--- src/rtl/gate_if.sv ---
// gate_if: operand/result bundle between the self-test controller and the gate block
interface gate_if;
  logic a_o, b_o;
  logic and_i, or_i, not_a_i, xor_i, xnor_i, nand_i;
  modport master(output a_o, b_o, input and_i, or_i, not_a_i, xor_i, xnor_i, nand_i);
  modport slave(input a_o, b_o, output and_i, or_i, not_a_i, xor_i, xnor_i, nand_i);
endinterface

--- src/rtl/gate_selftest_ctrl.sv ---
// gate_selftest_ctrl: sweeps a gate block through all operand pairs and checks its six outputs
module gate_selftest_ctrl #(
  parameter int SWEEPS = 4,
  parameter int SETTLE = 1,
  parameter int ERR_W  = 8
) (
  input  logic             clk,
  input  logic             rst,
  input  logic             start,
  gate_if.master           g,
  output logic             busy,
  output logic             done,
  output logic             pass,
  output logic [ERR_W-1:0] err_cnt,
  output logic [5:0]       fail_mask,
  output logic [1:0]       first_fail,
  output logic             first_fail_vld
);
  localparam int SW_W = SWEEPS > 1 ? $clog2(SWEEPS) : 1;
  localparam int ST_W = SETTLE > 1 ? $clog2(SETTLE) : 1;
  typedef enum logic [1:0] {IDLE, WAIT, CHECK, DONE} state_t;
  state_t state_q, state_d;
  logic [1:0] idx_q, idx_d, ff_q, ff_d;
  logic [SW_W-1:0] sweep_q, sweep_d;
  logic [ST_W-1:0] settle_q, settle_d;
  logic busy_q, busy_d, done_q, done_d, pass_q, pass_d, ffv_q, ffv_d;
  logic [ERR_W-1:0] err_q, err_d, err_inc;
  logic [5:0] mask_q, mask_d, m;
  logic a, b, last;
  assign a = idx_q[1];
  assign b = idx_q[0];
  assign g.a_o = a;
  assign g.b_o = b;
  assign m = {g.nand_i, g.xnor_i, g.xor_i, g.not_a_i, g.or_i, g.and_i}
           ^ {~(a & b), ~(a ^ b), a ^ b, ~a, a | b, a & b};
  assign err_inc = &err_q ? err_q : err_q + 1'b1;
  assign last = idx_q == 2'd3 && sweep_q == SW_W'(SWEEPS - 1);
  assign busy = busy_q;
  assign done = done_q;
  assign pass = pass_q;
  assign err_cnt = err_q;
  assign fail_mask = mask_q;
  assign first_fail = ff_q;
  assign first_fail_vld = ffv_q;
  // state and statistics registers
  always_ff @(posedge clk or posedge rst)
    if (rst) begin
      state_q <= IDLE;
      idx_q <= '0;
      sweep_q <= '0;
      settle_q <= '0;
      busy_q <= 1'b0;
      done_q <= 1'b0;
      pass_q <= 1'b0;
      err_q <= '0;
      mask_q <= '0;
      ff_q <= '0;
      ffv_q <= 1'b0;
    end else begin
      state_q <= state_d;
      idx_q <= idx_d;
      sweep_q <= sweep_d;
      settle_q <= settle_d;
      busy_q <= busy_d;
      done_q <= done_d;
      pass_q <= pass_d;
      err_q <= err_d;
      mask_q <= mask_d;
      ff_q <= ff_d;
      ffv_q <= ffv_d;
    end
  // sequencing: settle after each operand change, then judge the sampled outputs
  always_comb begin
    state_d = state_q;
    idx_d = idx_q;
    sweep_d = sweep_q;
    settle_d = settle_q;
    busy_d = busy_q;
    done_d = done_q;
    pass_d = pass_q;
    err_d = err_q;
    mask_d = mask_q;
    ff_d = ff_q;
    ffv_d = ffv_q;
    case (state_q)
      IDLE, DONE: if (start) begin
        state_d = WAIT;
        idx_d = '0;
        sweep_d = '0;
        settle_d = '0;
        busy_d = 1'b1;
        done_d = 1'b0;
        pass_d = 1'b0;
        err_d = '0;
        mask_d = '0;
        ff_d = '0;
        ffv_d = 1'b0;
      end
      WAIT: begin
        settle_d = settle_q == ST_W'(SETTLE - 1) ? '0 : settle_q + 1'b1;
        state_d = settle_q == ST_W'(SETTLE - 1) ? CHECK : WAIT;
      end
      CHECK: begin
        mask_d = mask_q | m;
        err_d = |m ? err_inc : err_q;
        ff_d = (|m && !ffv_q) ? {a, b} : ff_q;
        ffv_d = ffv_q | (|m);
        if (last) begin
          state_d = DONE;
          busy_d = 1'b0;
          done_d = 1'b1;
          pass_d = err_d == '0;
        end else begin
          state_d = WAIT;
          idx_d = idx_q + 1'b1;
          sweep_d = idx_q == 2'd3 ? sweep_q + 1'b1 : sweep_q;
        end
      end
      default: state_d = IDLE;
    endcase
  end
endmodule

--- src/flat_wrapper.sv ---
// flat-port wrapper written by rule: the top's interface ports become plain ports
module gate_selftest_ctrl_flat 
#(
  parameter int SWEEPS = 4,
  parameter int SETTLE = 1,
  parameter int ERR_W  = 8
)
  (clk, rst, start, busy, done, pass, err_cnt, fail_mask, first_fail, first_fail_vld, g_a_o, g_b_o, g_and_i, g_or_i, g_not_a_i, g_xor_i, g_xnor_i, g_nand_i);
  gate_if g_i ();
  input  logic clk;
  input  logic rst;
  input  logic start;
  output logic busy;
  output logic done;
  output logic pass;
  output logic [ERR_W-1:0] err_cnt;
  output logic [5:0] fail_mask;
  output logic [1:0] first_fail;
  output logic first_fail_vld;
  output wire logic [$bits(g_i.a_o)-1:0] g_a_o;
  output wire logic [$bits(g_i.b_o)-1:0] g_b_o;
  input wire logic [$bits(g_i.and_i)-1:0] g_and_i;
  input wire logic [$bits(g_i.or_i)-1:0] g_or_i;
  input wire logic [$bits(g_i.not_a_i)-1:0] g_not_a_i;
  input wire logic [$bits(g_i.xor_i)-1:0] g_xor_i;
  input wire logic [$bits(g_i.xnor_i)-1:0] g_xnor_i;
  input wire logic [$bits(g_i.nand_i)-1:0] g_nand_i;
  assign g_a_o = g_i.a_o;
  assign g_b_o = g_i.b_o;
  assign g_i.and_i = g_and_i;
  assign g_i.or_i = g_or_i;
  assign g_i.not_a_i = g_not_a_i;
  assign g_i.xor_i = g_xor_i;
  assign g_i.xnor_i = g_xnor_i;
  assign g_i.nand_i = g_nand_i;
  gate_selftest_ctrl #(.SWEEPS(SWEEPS), .SETTLE(SETTLE), .ERR_W(ERR_W)) u_core (.clk(clk), .rst(rst), .start(start), .g(g_i), .busy(busy), .done(done), .pass(pass), .err_cnt(err_cnt), .fail_mask(fail_mask), .first_fail(first_fail), .first_fail_vld(first_fail_vld));
endmodule
--- config.mk ---
export PLATFORM = sky130hd
export DESIGN_NAME = gate_selftest_ctrl_flat
export DESIGN_NICKNAME = d
export VERILOG_FILES = /design/src/rtl/gate_if.sv /design/src/rtl/gate_selftest_ctrl.sv /design/src/flat_wrapper.sv
export SDC_FILE = /design/constraint.sdc
export NUM_CORES = 1
export LEC_CHECK = 0
export CAP_MARGIN = 15
export CORE_MARGIN = 4
export CORE_UTILIZATION = 45
export DETAILED_ROUTE_END_ITERATION = 6
export PLACE_DENSITY = 0.72
export SYNTH_ARGS = -nofsm -noshare
export SYNTH_HDL_FRONTEND = slang
export SYNTH_SLANG_ARGS = --single-unit
export TNS_END_PERCENT = 100
--- constraint.sdc ---
create_clock -name clk -period 3.2 [get_ports clk]
set_input_delay 0.48 -clock clk [delete_from_list [all_inputs] [get_ports clk]]
set_output_delay 0.48 -clock clk [all_outputs]
set_load 0.005 [all_outputs]
# After elaboration in Yosys (flattened, before gate mapping)
# Cells that the tools add are included.
[word_totals]
reg_bits = 27
input_bits = 9
out_inout_bits = 22
elab_cells = 79
[classes]
add_sub_neg = 4
n_eq_ne = 10
muxes = 29
n_bitwise = 9
reduce_logical = 16
[ops]
columns = ["cell", "n"]
rows = [
  ["2-to-1 mux 8 bit", 3],
  ["2-to-1 mux 2 bit", 8],
  ["case mux 8 bit (2 select lines)", 1],
  ["case mux 2 bit (2 select lines)", 3],
  ["case mux 6 bit (2 select lines)", 1],
  ["case mux 1 bit (2 select lines)", 5],
  ["AND reduction 3 bit", 3],
  ["adder 8 x 1 -> 8 bit (second input constant)", 1],
  ["equality test 2 bit (second input constant)", 4],
  ["logical NOT 8 bit", 1],
  ["AND reduction 8 bit", 1],
  ["2-to-1 mux 1 bit", 6],
  ["2-to-1 mux 6 bit", 1],
  ["inequality test 2 x 1 -> 1 bit (second input constant)", 3],
  ["OR 6 bit", 1],
  ["case mux 2 bit (3 select lines)", 1],
  ["OR reduction 6 bit", 1],
  ["bitwise XOR 6 bit", 1],
  ["adder 2 x 1 -> 2 bit (second input constant)", 2],
  ["inequality test 2 bit (second input constant)", 2],
  ["AND reduction 2 bit", 2],
  ["AND reduction 4 bit", 1],
  ["nonzero test 2 bit", 2],
  ["inverter 1 bit", 3],
  ["9 further kinds", 11],
]

# Depth between registers and ports, before layout
# Gate-level depths: netlist of the first run.
[logic_depth]
depth_word = 8
depth_mapped = 9
depth_no_buf = 8

# Least setup slack after synthesis of the first run
# OpenSTA, ideal clock, no wires.
[synth_timing]
path_type = "register to register"
from = "register u_core.idx_q[1]"
to = "register u_core.ff_q[0], in the netlist u_core.first_fail[0]"
setup_ns = 0.122
arrival_time_ns = 2.350
setup_slack_ns = 0.728
path_stages_with_launch = 10
path_buffers = 1
cell_sequence = "dfrtp_1 > inv_1 > ha_1 > or3b_1 > a211oi_2 > nand2_1 > buf_6 > nand2_1 > mux2_2 > a32o_1"
[synth_via]
elab_chain_len = 7
word_cells_on_any_way = 11
classes_between = "eq/ne (1); bitwise (7); reduce/logical (3)"
[synth_lines]
columns = ["item", "line_no", "rtl"]
rows = [
  ["start, declared", "gate_selftest_ctrl.sv:23", "logic [1:0] idx_q, idx_d, ff_q, ff_d;"],
  ["start signal, assigned", "gate_selftest_ctrl.sv:61", "idx_q <= idx_d;"],
  ["bitwise XOR 1 bit / bitwise AND 1 bit (equally long branches)", "gate_selftest_ctrl.sv:35", "^ {~(a & b), ~(a ^ b), a ^ b, ~a, a | b, a & b};"],
  ["inverter 1 bit", "gate_selftest_ctrl.sv:35", ""],
  ["bitwise XOR 6 bit *", "gate_selftest_ctrl.sv:35", ""],
  ["OR reduction 6 bit *", "gate_selftest_ctrl.sv:106", "ff_d = (|m && !ffv_q) ? {a, b} : ff_q;"],
  ["logical AND 1 bit *", "gate_selftest_ctrl.sv:106", ""],
  ["inequality test 2 x 1 -> 1 bit (no line) *", "-", ""],
  ["AND reduction 3 bit (no line) *", "-", ""],
  ["end signal, assigned", "gate_selftest_ctrl.sv:57", "ff_q <= '0;"],
  ["end signal, assigned", "gate_selftest_ctrl.sv:69", "ff_q <= ff_d;"],
  ["end, declared", "gate_selftest_ctrl.sv:23", ""],
]
# Mark *: on every way between the ends. The rest lies on a longest branch, timed or not.
# A chain may end at the register's enable or synchronous reset.

# Worst setup path in the final report of the first run
[layout_timing]
from = "register u_core.idx_q[1]"
to = "register u_core.pass_q, in the netlist u_core.pass"
[layout_via]
elab_chain_len = 8
word_cells_on_any_way = 16
classes_between = "eq/ne (2); mux (3); bitwise (7); reduce/logical (4)"
[layout_lines]
columns = ["item", "line_no", "rtl"]
rows = [
  ["bitwise XOR 1 bit / bitwise AND 1 bit (equally long branches)", "gate_selftest_ctrl.sv:35", ""],
  ["inverter 1 bit", "gate_selftest_ctrl.sv:35", ""],
  ["bitwise XOR 6 bit", "gate_selftest_ctrl.sv:35", ""],
  ["OR reduction 6 bit", "gate_selftest_ctrl.sv:105", "err_d = |m ? err_inc : err_q;"],
  ["2-to-1 mux 8 bit", "gate_selftest_ctrl.sv:105", ""],
  ["logical NOT 8 bit", "gate_selftest_ctrl.sv:112", "pass_d = err_d == '0;"],
  ["2-to-1 mux 1 bit", "gate_selftest_ctrl.sv:108", "if (last) begin"],
  ["case mux 1 bit (2 select lines)", "gate_selftest_ctrl.sv:85", "case (state_q)"],
  ["end signal, assigned", "gate_selftest_ctrl.sv:66", "pass_q <= pass_d;"],
  ["end, declared", "gate_selftest_ctrl.sv:26", "logic busy_q, busy_d, done_q, done_d, pass_q, pass_d, ffv_q, ffv_d;"],
]
# Several ways; a longest one is shown, not always the timed one. The select of a mux whose other input is x is not followed.

==> results of run 1 <==
area by class of cell:
type	instances	area [µm²]
fillers	350	1603
multi-input cells	155	989.7
flip-flops and latches	26	650.6
repair buffers	35	337.8
well taps	48	60.06
clock buffers	3	41.29
inverters	9	33.78
cells by family after synthesis:
logic type / after synthesis
multiplexers: 6
flip-flops: 26
adder cells (fa/ha/maj): 7
AO/OA/AOI/OAI: 57
XOR/XNOR: 6
AND/OR/NAND/NOR: 79
buffers and inverters: 23
routing by layer:
layer  up-vias  share of wire (%)  global-route usage (%)  wire [µm]
li1        783                  -                       -          -
met1       734                 47                   23.63       1961
met2        34                 45                   26.72       1869
met3         7                6.0                   5.036        249
met4         0                1.7                   6.809         70
met5         -                  0                       0          0
flip-flops by register name, summed over array words and instances (netlist names), 2 cells and up:
signal             count
u_core.state_q         2
u_core.sweep_q         2
u_core.first_fail      2
u_core.fail_mask       6
u_core.err_cnt         8
u_core.idx_q           2
cells in the final DEF, fill, tap and decap left out, types with 6 or more instances in the layout:
cell type        netlist  layout
a21oi_1               21      21
clkdlybuf4s50_1        0      30
dfrtp_1               26      26
ha_1                   7       7
inv_1                  9       9
nand2_1               18      18
nand3_1                9       9
nand4_1                6       6
nor2_1                15      15
nor2b_1                6       6
o21ai_0                7       7
power by group through the flow:
| stage | Combinational, mW | Clock, mW | Sequential [mW] |
|---|---|---|---|
| finish | 0.718 | 0.189 | 0.452 |
| global route | 0.791 | 0.207 | 0.466 |
| CTS | 0.716 | 0.191 | 0.453 |
| detailed placement | 0.711 | 0 | 0.460 |
| global placement | 0.705 | 0 | 0.457 |
| floorplan | 0.456 | 0 | 0.453 |
how the worst max path moves through the flow:
| stage | from | to | slack (ns) |
|---|---|---|---|
| 2_1_floorplan | u_core.idx_q[1] | u_core.first_fail[0] | 0.73 |
| 3_3_place_gp | g_xnor_i | u_core.pass | 0.41 |
| 3_5_place_dp | g_xnor_i | u_core.pass | 0.36 |
| 4_1_cts | u_core.idx_q[1] | u_core.pass | 0.44 |
| 5_1_grt | u_core.idx_q[1] | u_core.pass | 0.24 |
| 6_report | u_core.idx_q[1] | u_core.pass | 0.44 |
critical path, cell delays in order, from the launching register on:
cell	delay [ns]
dfrtp_1	0.44
inv_1	0.08
ha_1	0.36
or3b_1	0.42
a211oi_2	0.30
nand2_1	0.28
a2111o_1	0.49
a22oi_2	0.18
a31o_1	0.15
==> impl_results.md, run 1 <==
* Final Power at 1.359 mW
* Fraction of layout cells with a size suffix above 1 at 6.140%
* FFs w/ async S/R, synth at 100.0%
* Hold Crit Class: reg2reg
* Final Hold Viols at 0
* Die width at 70.46 µm
* FF+latch count, synth at 26
* Number of placement rows at 22
* Clock power frac at 13.9%
* Power per Cell Area at approximately 640 nW/µm²
* Status: complete, no violations
* Critical path peak fanout at 11
* Cell variety after synth at 50
* Top post-synthesis cells by area: dfrtp_1 37%, a21oi_1 6.0%, ha_1 5.0%
* Reg2reg start: u_core.idx_q[1]
* Die Area at 4964 µm²
* Hold depth at 1
* PostCTS Resize Cnt at 0
* Worst-Margin Slew at ~0.99 ns
* EDFF count, synth at 0
* Final wirelength at 4150 µm
* Util after Layout at approximately 57%
* Gpl congestion at 0.8379
* Yosys warning count at 0
* 1st-iter DRT viols at 83
* CTS Sinks at 26
* Area Growth Syn to Fin at 20.39%
* Synth Area in Compound Gates at 21.81%
* Final hold slack at just under 0.5 ns
* # IOs at 31
* Yosys top cell by area: dfrtp_1
* Net Sw Frac at 41.82%
* Adder-Cell Fraction of Synth Area at 4.989%
* Die height at between 70 and 80 µm
* Synth Cell Area at roughly 1800 µm²
* Comb power frac at between 50% and 60%
* Initial antenna violation count at 0
* Largest family of logic cells by synthesized area: simple AND/OR/NAND/NOR gates
* Nets at between 200 and 250
* NetSw at 0.5684 mW
* Ys flop type: dfrtp_1
* Synth top area share at 37.06%
* Final setup vio count at 0
* Max Cap Viol at 0
* Largest net degree at the start of global routing at 29
* Final count of pins violating max slew at 0
* Synth Area in XOR/XNOR at 2.994%
* Routed length per instance at ~15 µm
* Peak Freq at 0.3627 GHz
* Cells after synthesis at 204
* Final Non-Filler Cells at 276
* CP Launch Type: flip-flop
* Critical path class: reg2reg
* DP Cell Count at roughly 270
* TritonCTS clock tree: built
* Critical Path RT at 3.42 ns
* Fin crit share at ~86%
* Lkg Pwr at roughly 0.88 nW
* Clock transition at path regs at 0.09 ns
* Synth top cells by count: 26 x dfrtp_1, 21 x a21oi_1, 18 x nand2_1, 15 x nor2_1
* CP arrival at 2.98 ns
* Max IR drop VDD at 0.3652 mV
* Top-count cell post-synth: dfrtp_1
* Min-Delay Startpoint: u_core.done
* Vias per cell at 5.645
* R2r endpoint: u_core.pass
* Hold buffer count at CTS at 0
* Post-CTS Setup Bufs at 0
* Worst Setup End Kind: flip-flop
* Vias in the first global route at 1476
* H-tree Lvls at 1
* Antenna cell count at 0
* Clock root buffer: clkbuf_8
* First-pass GRT wire length at ~7100 µm
* Total track usage at 17.64%
* CTS Buf Count at 3
* Clk_skew at 0.003532 ns
* Int Pwr at approximately 0.79 mW
* Via Count at 1558
* Unrepaired setup endpoints after global routing: false
* DRC errors left at 0
* Synthesized Nets at 220
* Clock Latency Late Sink at around 0.27 ns
* Final worst path period need at 2.757 ns
* Simple-Gate Fraction of Synth Area at 23.09%
* Detail Route Antenna Nets at 0
* Placed Area at 2072 µm²
* Hold endpoint: u_core.done
* First-pass DRT Iterations at 4
* Reg2reg path depth at 8
* Slew margin rel. at approximately a third
* Pre-CTS WS at between 0.3 and 0.4 ns
* Register share of total power at 33.3%
* FF-to-FF setup slack at roughly 0.44 ns
* Setup tns final at 0 ns
* Core Region at 3716 µm²
* IO Port Bufs at 30
* Final instance area at 2113 µm²
* Gr ovfl total at 0
* Final worst setup slack at 0.4429 ns
* Initial Utilization at 47.24%
* DP HPWL at 2998 µm
* Sequential share of the synthesized area at 37.06%
* Average cell area after synthesis at 8.605 µm²
* Mux cell area share after synthesis at 3.493%
* Longest Clk Path Bufs at 2
Note: power is estimated with default switching activity, not from simulation.
==> inputs of run 2 (changes only) <==
--- a/config.mk
+++ b/config.mk
@@ -8,7 +8,9 @@
 export CAP_MARGIN = 15
 export CORE_MARGIN = 4
 export CORE_UTILIZATION = 45
+export CTS_BUF_LIST = sky130_fd_sc_hd__clkbuf_16
 export DETAILED_ROUTE_END_ITERATION = 6
+export GPL_TIMING_DRIVEN = 1
 export PLACE_DENSITY = 0.72
 export SYNTH_ARGS = -nofsm -noshare
 export SYNTH_HDL_FRONTEND = slang
==> constraint.sdc (replaced) <==
create_clock -name clk -period 3.3 [get_ports clk]
set_input_delay 0.495 -clock clk [delete_from_list [all_inputs] [get_ports clk]]
set_output_delay 0.495 -clock clk [all_outputs]
set_load 0.005 [all_outputs]
==> run 2 against run 1 <==
Critical path depth unchanged. Sequential share of layout area down 0.54 points. Clock power up 47%. Flip-flop and latch count unchanged. Register-to-register slack better by 0.10 ns. Power up 3.3%. Routed wire length up 1.6%.
==> impl_results.md, run 2 (same netlist as run 1, synthesis figures left out) <==
* H-tree Lvls at 1 (unchanged)
* Worst Setup End Kind: flip-flop
* Nets at 246 (unchanged)
* Die width at 70.46 µm (unchanged)
* Clock Latency Late Sink at 0.26 ns (about the same)
* Core Region at 3716 µm² (unchanged)
* Most frequent cells in the layout: 30 x clkdlybuf4s50_1, 26 x dfrtp_1, 21 x a21oi_1
* Total track usage at 18.41% (+0.77 points)
* CP peak stage delay at 0.50 ns (about the same)
* Die Area at 4964 µm² (unchanged)
* R2r endpoint: u_core.pass
* Critical path peak fanout at 11 (unchanged)
* Most common cell after layout, fill and taps aside: clkdlybuf4s50_1
* Reg2reg start: u_core.idx_q[0]
* Final count of pins violating max slew at 0 (unchanged)
* CP arrival at 2.96 ns (-0.02 ns)
* Status: complete, no violations
* Comb power frac at 49.0% (-3.8 points)
* Max IR drop VDD at 0.3686 mV (+0.94%)
* NetSw at 0.5561 mW (-2.2%)
* Largest net degree at the start of global routing at 27 (-6.9%)
* FF-to-FF setup slack at 0.54 ns (+0.10 ns)
* Longest Clk Path Bufs at 2 (unchanged)
* Gpl congestion at 0.8461 (+0.98%)
* Int Pwr at 0.8480 mW (+7.3%)
* CP Launch Type: flip-flop
* Number of placement rows at 22 (unchanged)
* Hold Crit Class: reg2reg
* Net Sw Frac at 39.60% (-2.2 points)
* Critical path startpoint: u_core.idx_q[0]
* Hold buffer count at CTS at 0 (unchanged)
* Clock root buffer: clkbuf_16
* Largest register FFs at 8 (unchanged)
* Clock power frac at 19.8% (+5.9 points)
* Lkg Pwr at 0.8959 nW (+1.9%)
* 1st-iter DRT viols at 172 (+110%)
* Fin crit share at 83.55% (-2.6 points)
* Initial antenna violation count at 0 (unchanged)
* CTS Sinks at 26 (unchanged)
* Vias in the first global route at 1493 (+1.2%)
* Slew margin rel. at 33.09% (-0.51 points)
* Vias per cell at 5.733 (+1.6%)
* Post-CTS Setup Bufs at 0 (unchanged)
* Initial Utilization at 47.24% (unchanged)
* Peak Freq at 0.3627 GHz (about the same)
* Critical path depth at 8 (unchanged)
* Worst-Margin Slew at 1.002 ns (+0.007597 ns)
* # IOs at 31 (unchanged)
* Critical Path RT at 3.51 ns (+0.09 ns)
* Final Hold Viols at 0 (unchanged)
* Setup tns final at 0 ns (unchanged)
* Final hold slack at 0.4816 ns (-0.01504 ns)
* CP cell instances: inv_1, ha_1, or3b_1, a211oi_2, nand2_1, a2111o_1, a22oi_2, a31o_1
* Final Non-Filler Cells at 277 (+0.36%)
* Routed length per instance at 15.22 µm (+1.2%)
* Detail Route Antenna Nets at 0 (unchanged)
* Die height at 70.46 µm (unchanged)
* Slowest cell on crit path: a2111o_1
* First-pass DRT Iterations at 4 (unchanged)
* First-pass GRT wire length at 7438 µm (+5.2%)
* DP HPWL at 3000 µm (about the same)
* Critical path class: reg2reg
* Register share of total power at 31.2% (-2.1 points)
* Worst path top cell family by delay: compound AO/OA/AOI/OAI gates
* WP buf/inv at 1 (unchanged)
* Area Growth Syn to Fin at 22.52%
* TritonCTS clock tree: built
* Final Power at 1.404 mW (+3.3%)
* Clk_skew at 0.002629 ns (-0.0009027 ns)
* Fraction of layout cells with a size suffix above 1 at 6.114% (-0.027 points)
* CTS Buf Count at 3 (unchanged)
* DP Cell Count at 273 (unchanged)
* Crit path capture: u_core.pass
* Final setup vio count at 0 (unchanged)
* Power per Cell Area at 652.8 nW/µm² (+1.5%)
* PostCTS Resize Cnt at 0 (unchanged)
* Final worst path period need at 2.757 ns (+0.00009900 ns)
* Gr ovfl total at 0 (unchanged)
* Max Cap Viol at 0 (unchanged)
* Unrepaired setup endpoints after global routing: false
* DRC errors left at 0 (unchanged)
* Clock transition at path regs at 0.07 ns (-0.02 ns)
* Antenna cell count at 0 (unchanged)
* Reg2reg path depth at 8 (unchanged)
* Final wirelength at 4216 µm (+1.6%)
* Via Count at 1588 (+1.9%)
* IO Port Bufs at 30 (unchanged)
## run 2: cell count changes in the layout (fill, tap and decap cells not counted)
cell and delta:
clkbuf_8 -3, clkbuf_16 +3, clkinv_1 +1
## run 2: how the worst min path moves through the flow
stage | from | endpoint | slack [ns] | cells past startpoint
after global placement | u_core.done | u_core.done | 0.47 | 1
after CTS | u_core.done | u_core.done | 0.48 | 1
after floorplan | u_core.done | u_core.done | 0.47 | 1
final | u_core.done | u_core.done | 0.48 | 1
after global routing | u_core.done | u_core.done | 0.51 | 1
after detailed placement | u_core.done | u_core.done | 0.47 | 1
## run 2: area by class of cell
type                    count  area (µm²)
well taps                  48       60.06
inverters                   9       33.78
multi-input cells         155       989.7
repair buffers             35       337.8
flip-flops and latches     26       650.6
clock buffers               3       75.07
clock inverters             1       3.754
fillers                   340        1565
## run 2: per-stage QoR
stage	worst slack [ns]	util, %	area [µm²]
after floorplan	0.8283	-	1755
after global placement	0.4989	55.76	2072
after detailed placement	0.4550	55.76	2072
after CTS	0.5401	57.88	2151
after global routing	0.3573	57.88	2151
final	0.5428	57.88	2151
## run 2: power groups by stage
stage	clock network, mW	registers [mW]	logic [mW]
2_1_floorplan	0	0.439	0.442
3_3_place_gp	0	0.443	0.681
3_5_place_dp	0	0.446	0.685
4_1_cts	0.281	0.439	0.688
5_1_grt	0.292	0.454	0.776
6_report	0.278	0.438	0.688
## run 2: routing by layer
metal / track usage (%) / vias up / routed length (µm)
met3: 3.309 / 6 / 207
met1: 27.64 / 742 / 2025
met5: 0 / - / 0
met4: 6.383 / 0 / 57
met2: 26.20 / 52 / 1926
li1: - / 788 / -
==> inputs of run 3 (changes only) <==
==> constraint.sdc (replaced) <==
create_clock -name clk -period 2.8 [get_ports clk]
set_input_delay 0.42 -clock clk [delete_from_list [all_inputs] [get_ports clk]]
set_output_delay 0.42 -clock clk [all_outputs]
set_load 0.005 [all_outputs]
==> run 3 against run 2 <==
Core utilization up 1.4 points. Final cell count rose by 2.5%. First-iteration DRC count shrank 32%. Die area unchanged. Routed wire length rose by 1.0%. Clock-buffer cell count did not move. Combinational power is 25% higher. Worst setup slack got worse by 0.28 ns. Global-route usage rose by 0.48 points.
==> impl_results.md, run 3 (same netlist as run 1, synthesis figures left out) <==
* Status: complete, no violations
* Lkg Pwr at 0.9294 nW (+3.7%)
* Max Cap Viol at 0 (unchanged)
* Worst-Margin Slew at 0.3470 ns (-0.6554 ns)
* Critical path class: reg2reg
* Die height at 70.46 µm (unchanged)
* Number of placement rows at 22 (unchanged)
* Detail Route Antenna Nets at 0 (unchanged)
* TritonCTS clock tree: built
* Most common cell after layout, fill and taps aside: clkdlybuf4s50_1
* Setup tns final at 0 ns (unchanged)
* Final wirelength at 4258 µm (+1.0%)
* CTS Sinks at 26 (unchanged)
* Placed Area at 2125 µm² (+2.5%)
* Util after Layout at 59.29% (+1.4 points)
* Vias in the first global route at 1595 (+6.8%)
* First-pass DRT Iterations at 4 (unchanged)
* DP HPWL at 3087 µm (+2.9%)
* Most frequent cells in the layout: 30 x clkdlybuf4s50_1, 26 x dfrtp_1, 21 x a21oi_1
* Worst Setup End Kind: flip-flop
* Fraction of layout cells with a size suffix above 1 at 8.898% (+2.8 points)
* Longest Clk Path Bufs at 2 (unchanged)
* CP cell instances: inv_1, ha_1, or3b_1, a211oi_2, nand2_1, buf_4, and3_1, a32o_1, a31o_1
* CP Launch Type: flip-flop
* Slowest cell on crit path: dfrtp_1
* Die width at 70.46 µm (unchanged)
* DRC errors left at 0 (unchanged)
* Gr ovfl total at 0 (unchanged)
* Antenna cell count at 0 (unchanged)
* Worst path top cell family by delay: compound AO/OA/AOI/OAI gates
* PostCTS Resize Cnt at 0 (unchanged)
* Hold Crit Class: reg2reg
* Peak Freq at 0.3948 GHz (+8.9%)
* Power per Cell Area at 773.5 nW/µm² (+18%)
* Hold buffer count at CTS at 0 (unchanged)
* WP buf/inv at 2 (+1)
* CP arrival at 2.69 ns (-0.27 ns)
* Slew margin rel. at 76.82% (+44 points)
* # IOs at 31 (unchanged)
* Largest net degree at the start of global routing at 27 (unchanged)
* Max IR drop VDD at 0.4287 mV (+16%)
* H-tree Lvls at 1 (unchanged)
* Fin crit share at 90.45% (+6.9 points)
* Core Region at 3716 µm² (unchanged)
* Die Area at 4964 µm² (unchanged)
* Clock transition at path regs at 0.07 ns (about the same)
* Area Growth Syn to Fin at 25.52%
* Nets at 253 (+2.8%)
* Post-CTS Setup Bufs at 0 (unchanged)
* Final Hold Viols at 0 (unchanged)
* First-pass GRT wire length at 7638 µm (+2.7%)
* CTS Buf Count at 3 (unchanged)
* Final worst path period need at 2.533 ns (-0.2246 ns)
* Unrepaired setup endpoints after global routing: false
* Clock Latency Late Sink at 0.26 ns (about the same)
* Via Count at 1631 (+2.7%)
* Gpl congestion at 0.8967 (+6.0%)
* Total track usage at 18.89% (+0.48 points)
* IO Port Bufs at 30 (unchanged)
* Routed length per instance at 14.99 µm (-1.5%)
* Initial Utilization at 47.24% (unchanged)
* Final instance area at 2203 µm² (+2.4%)
* CP peak stage delay at 0.42 ns (-0.08 ns)
* 1st-iter DRT viols at 117 (-32%)
* Clock root buffer: clkbuf_16
* Final setup vio count at 0 (unchanged)
* Initial antenna violation count at 0 (unchanged)
* Pre-CTS WS at 0.1719 ns (-0.2832 ns)
* Critical Path RT at 2.96 ns (-0.55 ns)
* Clk_skew at 0.001741 ns (-0.0008883 ns)
* Critical path peak fanout at 9 (-2)
* Largest register FFs at 8 (unchanged)
* Final worst setup slack at 0.2674 ns (-0.2754 ns)
* Vias per cell at 5.743 (+0.18%)
* Final count of pins violating max slew at 0 (unchanged)
[run 3: changes by cell type in the layout (fill, tap and decap cells not counted), sizes merged]
cell / before / now
buf: 5 / 12
[run 3: routing by layer]
metal	GRT usage (%)	vias to the layer above	share of wire (%)
li1	-	801	-
met1	26.30	775	46
met2	29.31	50	47
met3	2.878	5	5.5
met4	7.234	0	1.6
met5	0	-	0
[run 3: path summary, 6_finish.rpt]
check | start | endpoint | slack [ns] | depth (start not counted)
worst max-delay path | u_core.idx_q[0] | u_core.pass | 0.27 | 9
worst min-delay path | u_core.done | u_core.done | 0.48 | 1
worst max register to register | u_core.idx_q[0] | u_core.pass | 0.27 | 9
worst min register to register | u_core.done | u_core.done | 0.48 | 1
max in group asynchronous | rst | u_core.fail_mask[5] | 2.04 | 3
min in group asynchronous | rst | u_core.done | 0.51 | 3
[run 3: metrics by stage]
step	hold WS, ns	total power, mW	cells
floorplan	0.4600	1.039	204
global placement	0.4648	1.371	280
detailed placement	0.4699	1.383	280
CTS	0.4850	1.720	284
global route	0.5198	1.833	284
finish	0.4798	1.704	284
[run 3: area by class of cell]
class	count	area, µm²
Clock inverter	1	3.754
Fill cell	336	1513
Clock buffer	3	75.07
Inverter	9	33.78
Sequential cell	26	650.6
Multi-Input combinational cell	155	989.7
Timing Repair Buffer	42	390.4
Tap cell	48	60.06
[run 3: worst register-to-register path: cells and delay by family (launching register included)]
family	cells	cell delay, ns
AOI/OAI and AO/OA	3	0.74
adders and majority gates	1	0.31
buffers and inverters	2	0.29
DFF	1	0.42
and+or+nand+nor	3	0.67
[run 3: report_power, final]
group	total (mW)	internal [mW]	leakage [nW]	switching (mW)
Sequential	0.517	0.446	0.350	0.0701
Clock	0.327	0.192	0.0385	0.136
Combinational	0.860	0.393	0.541	0.467
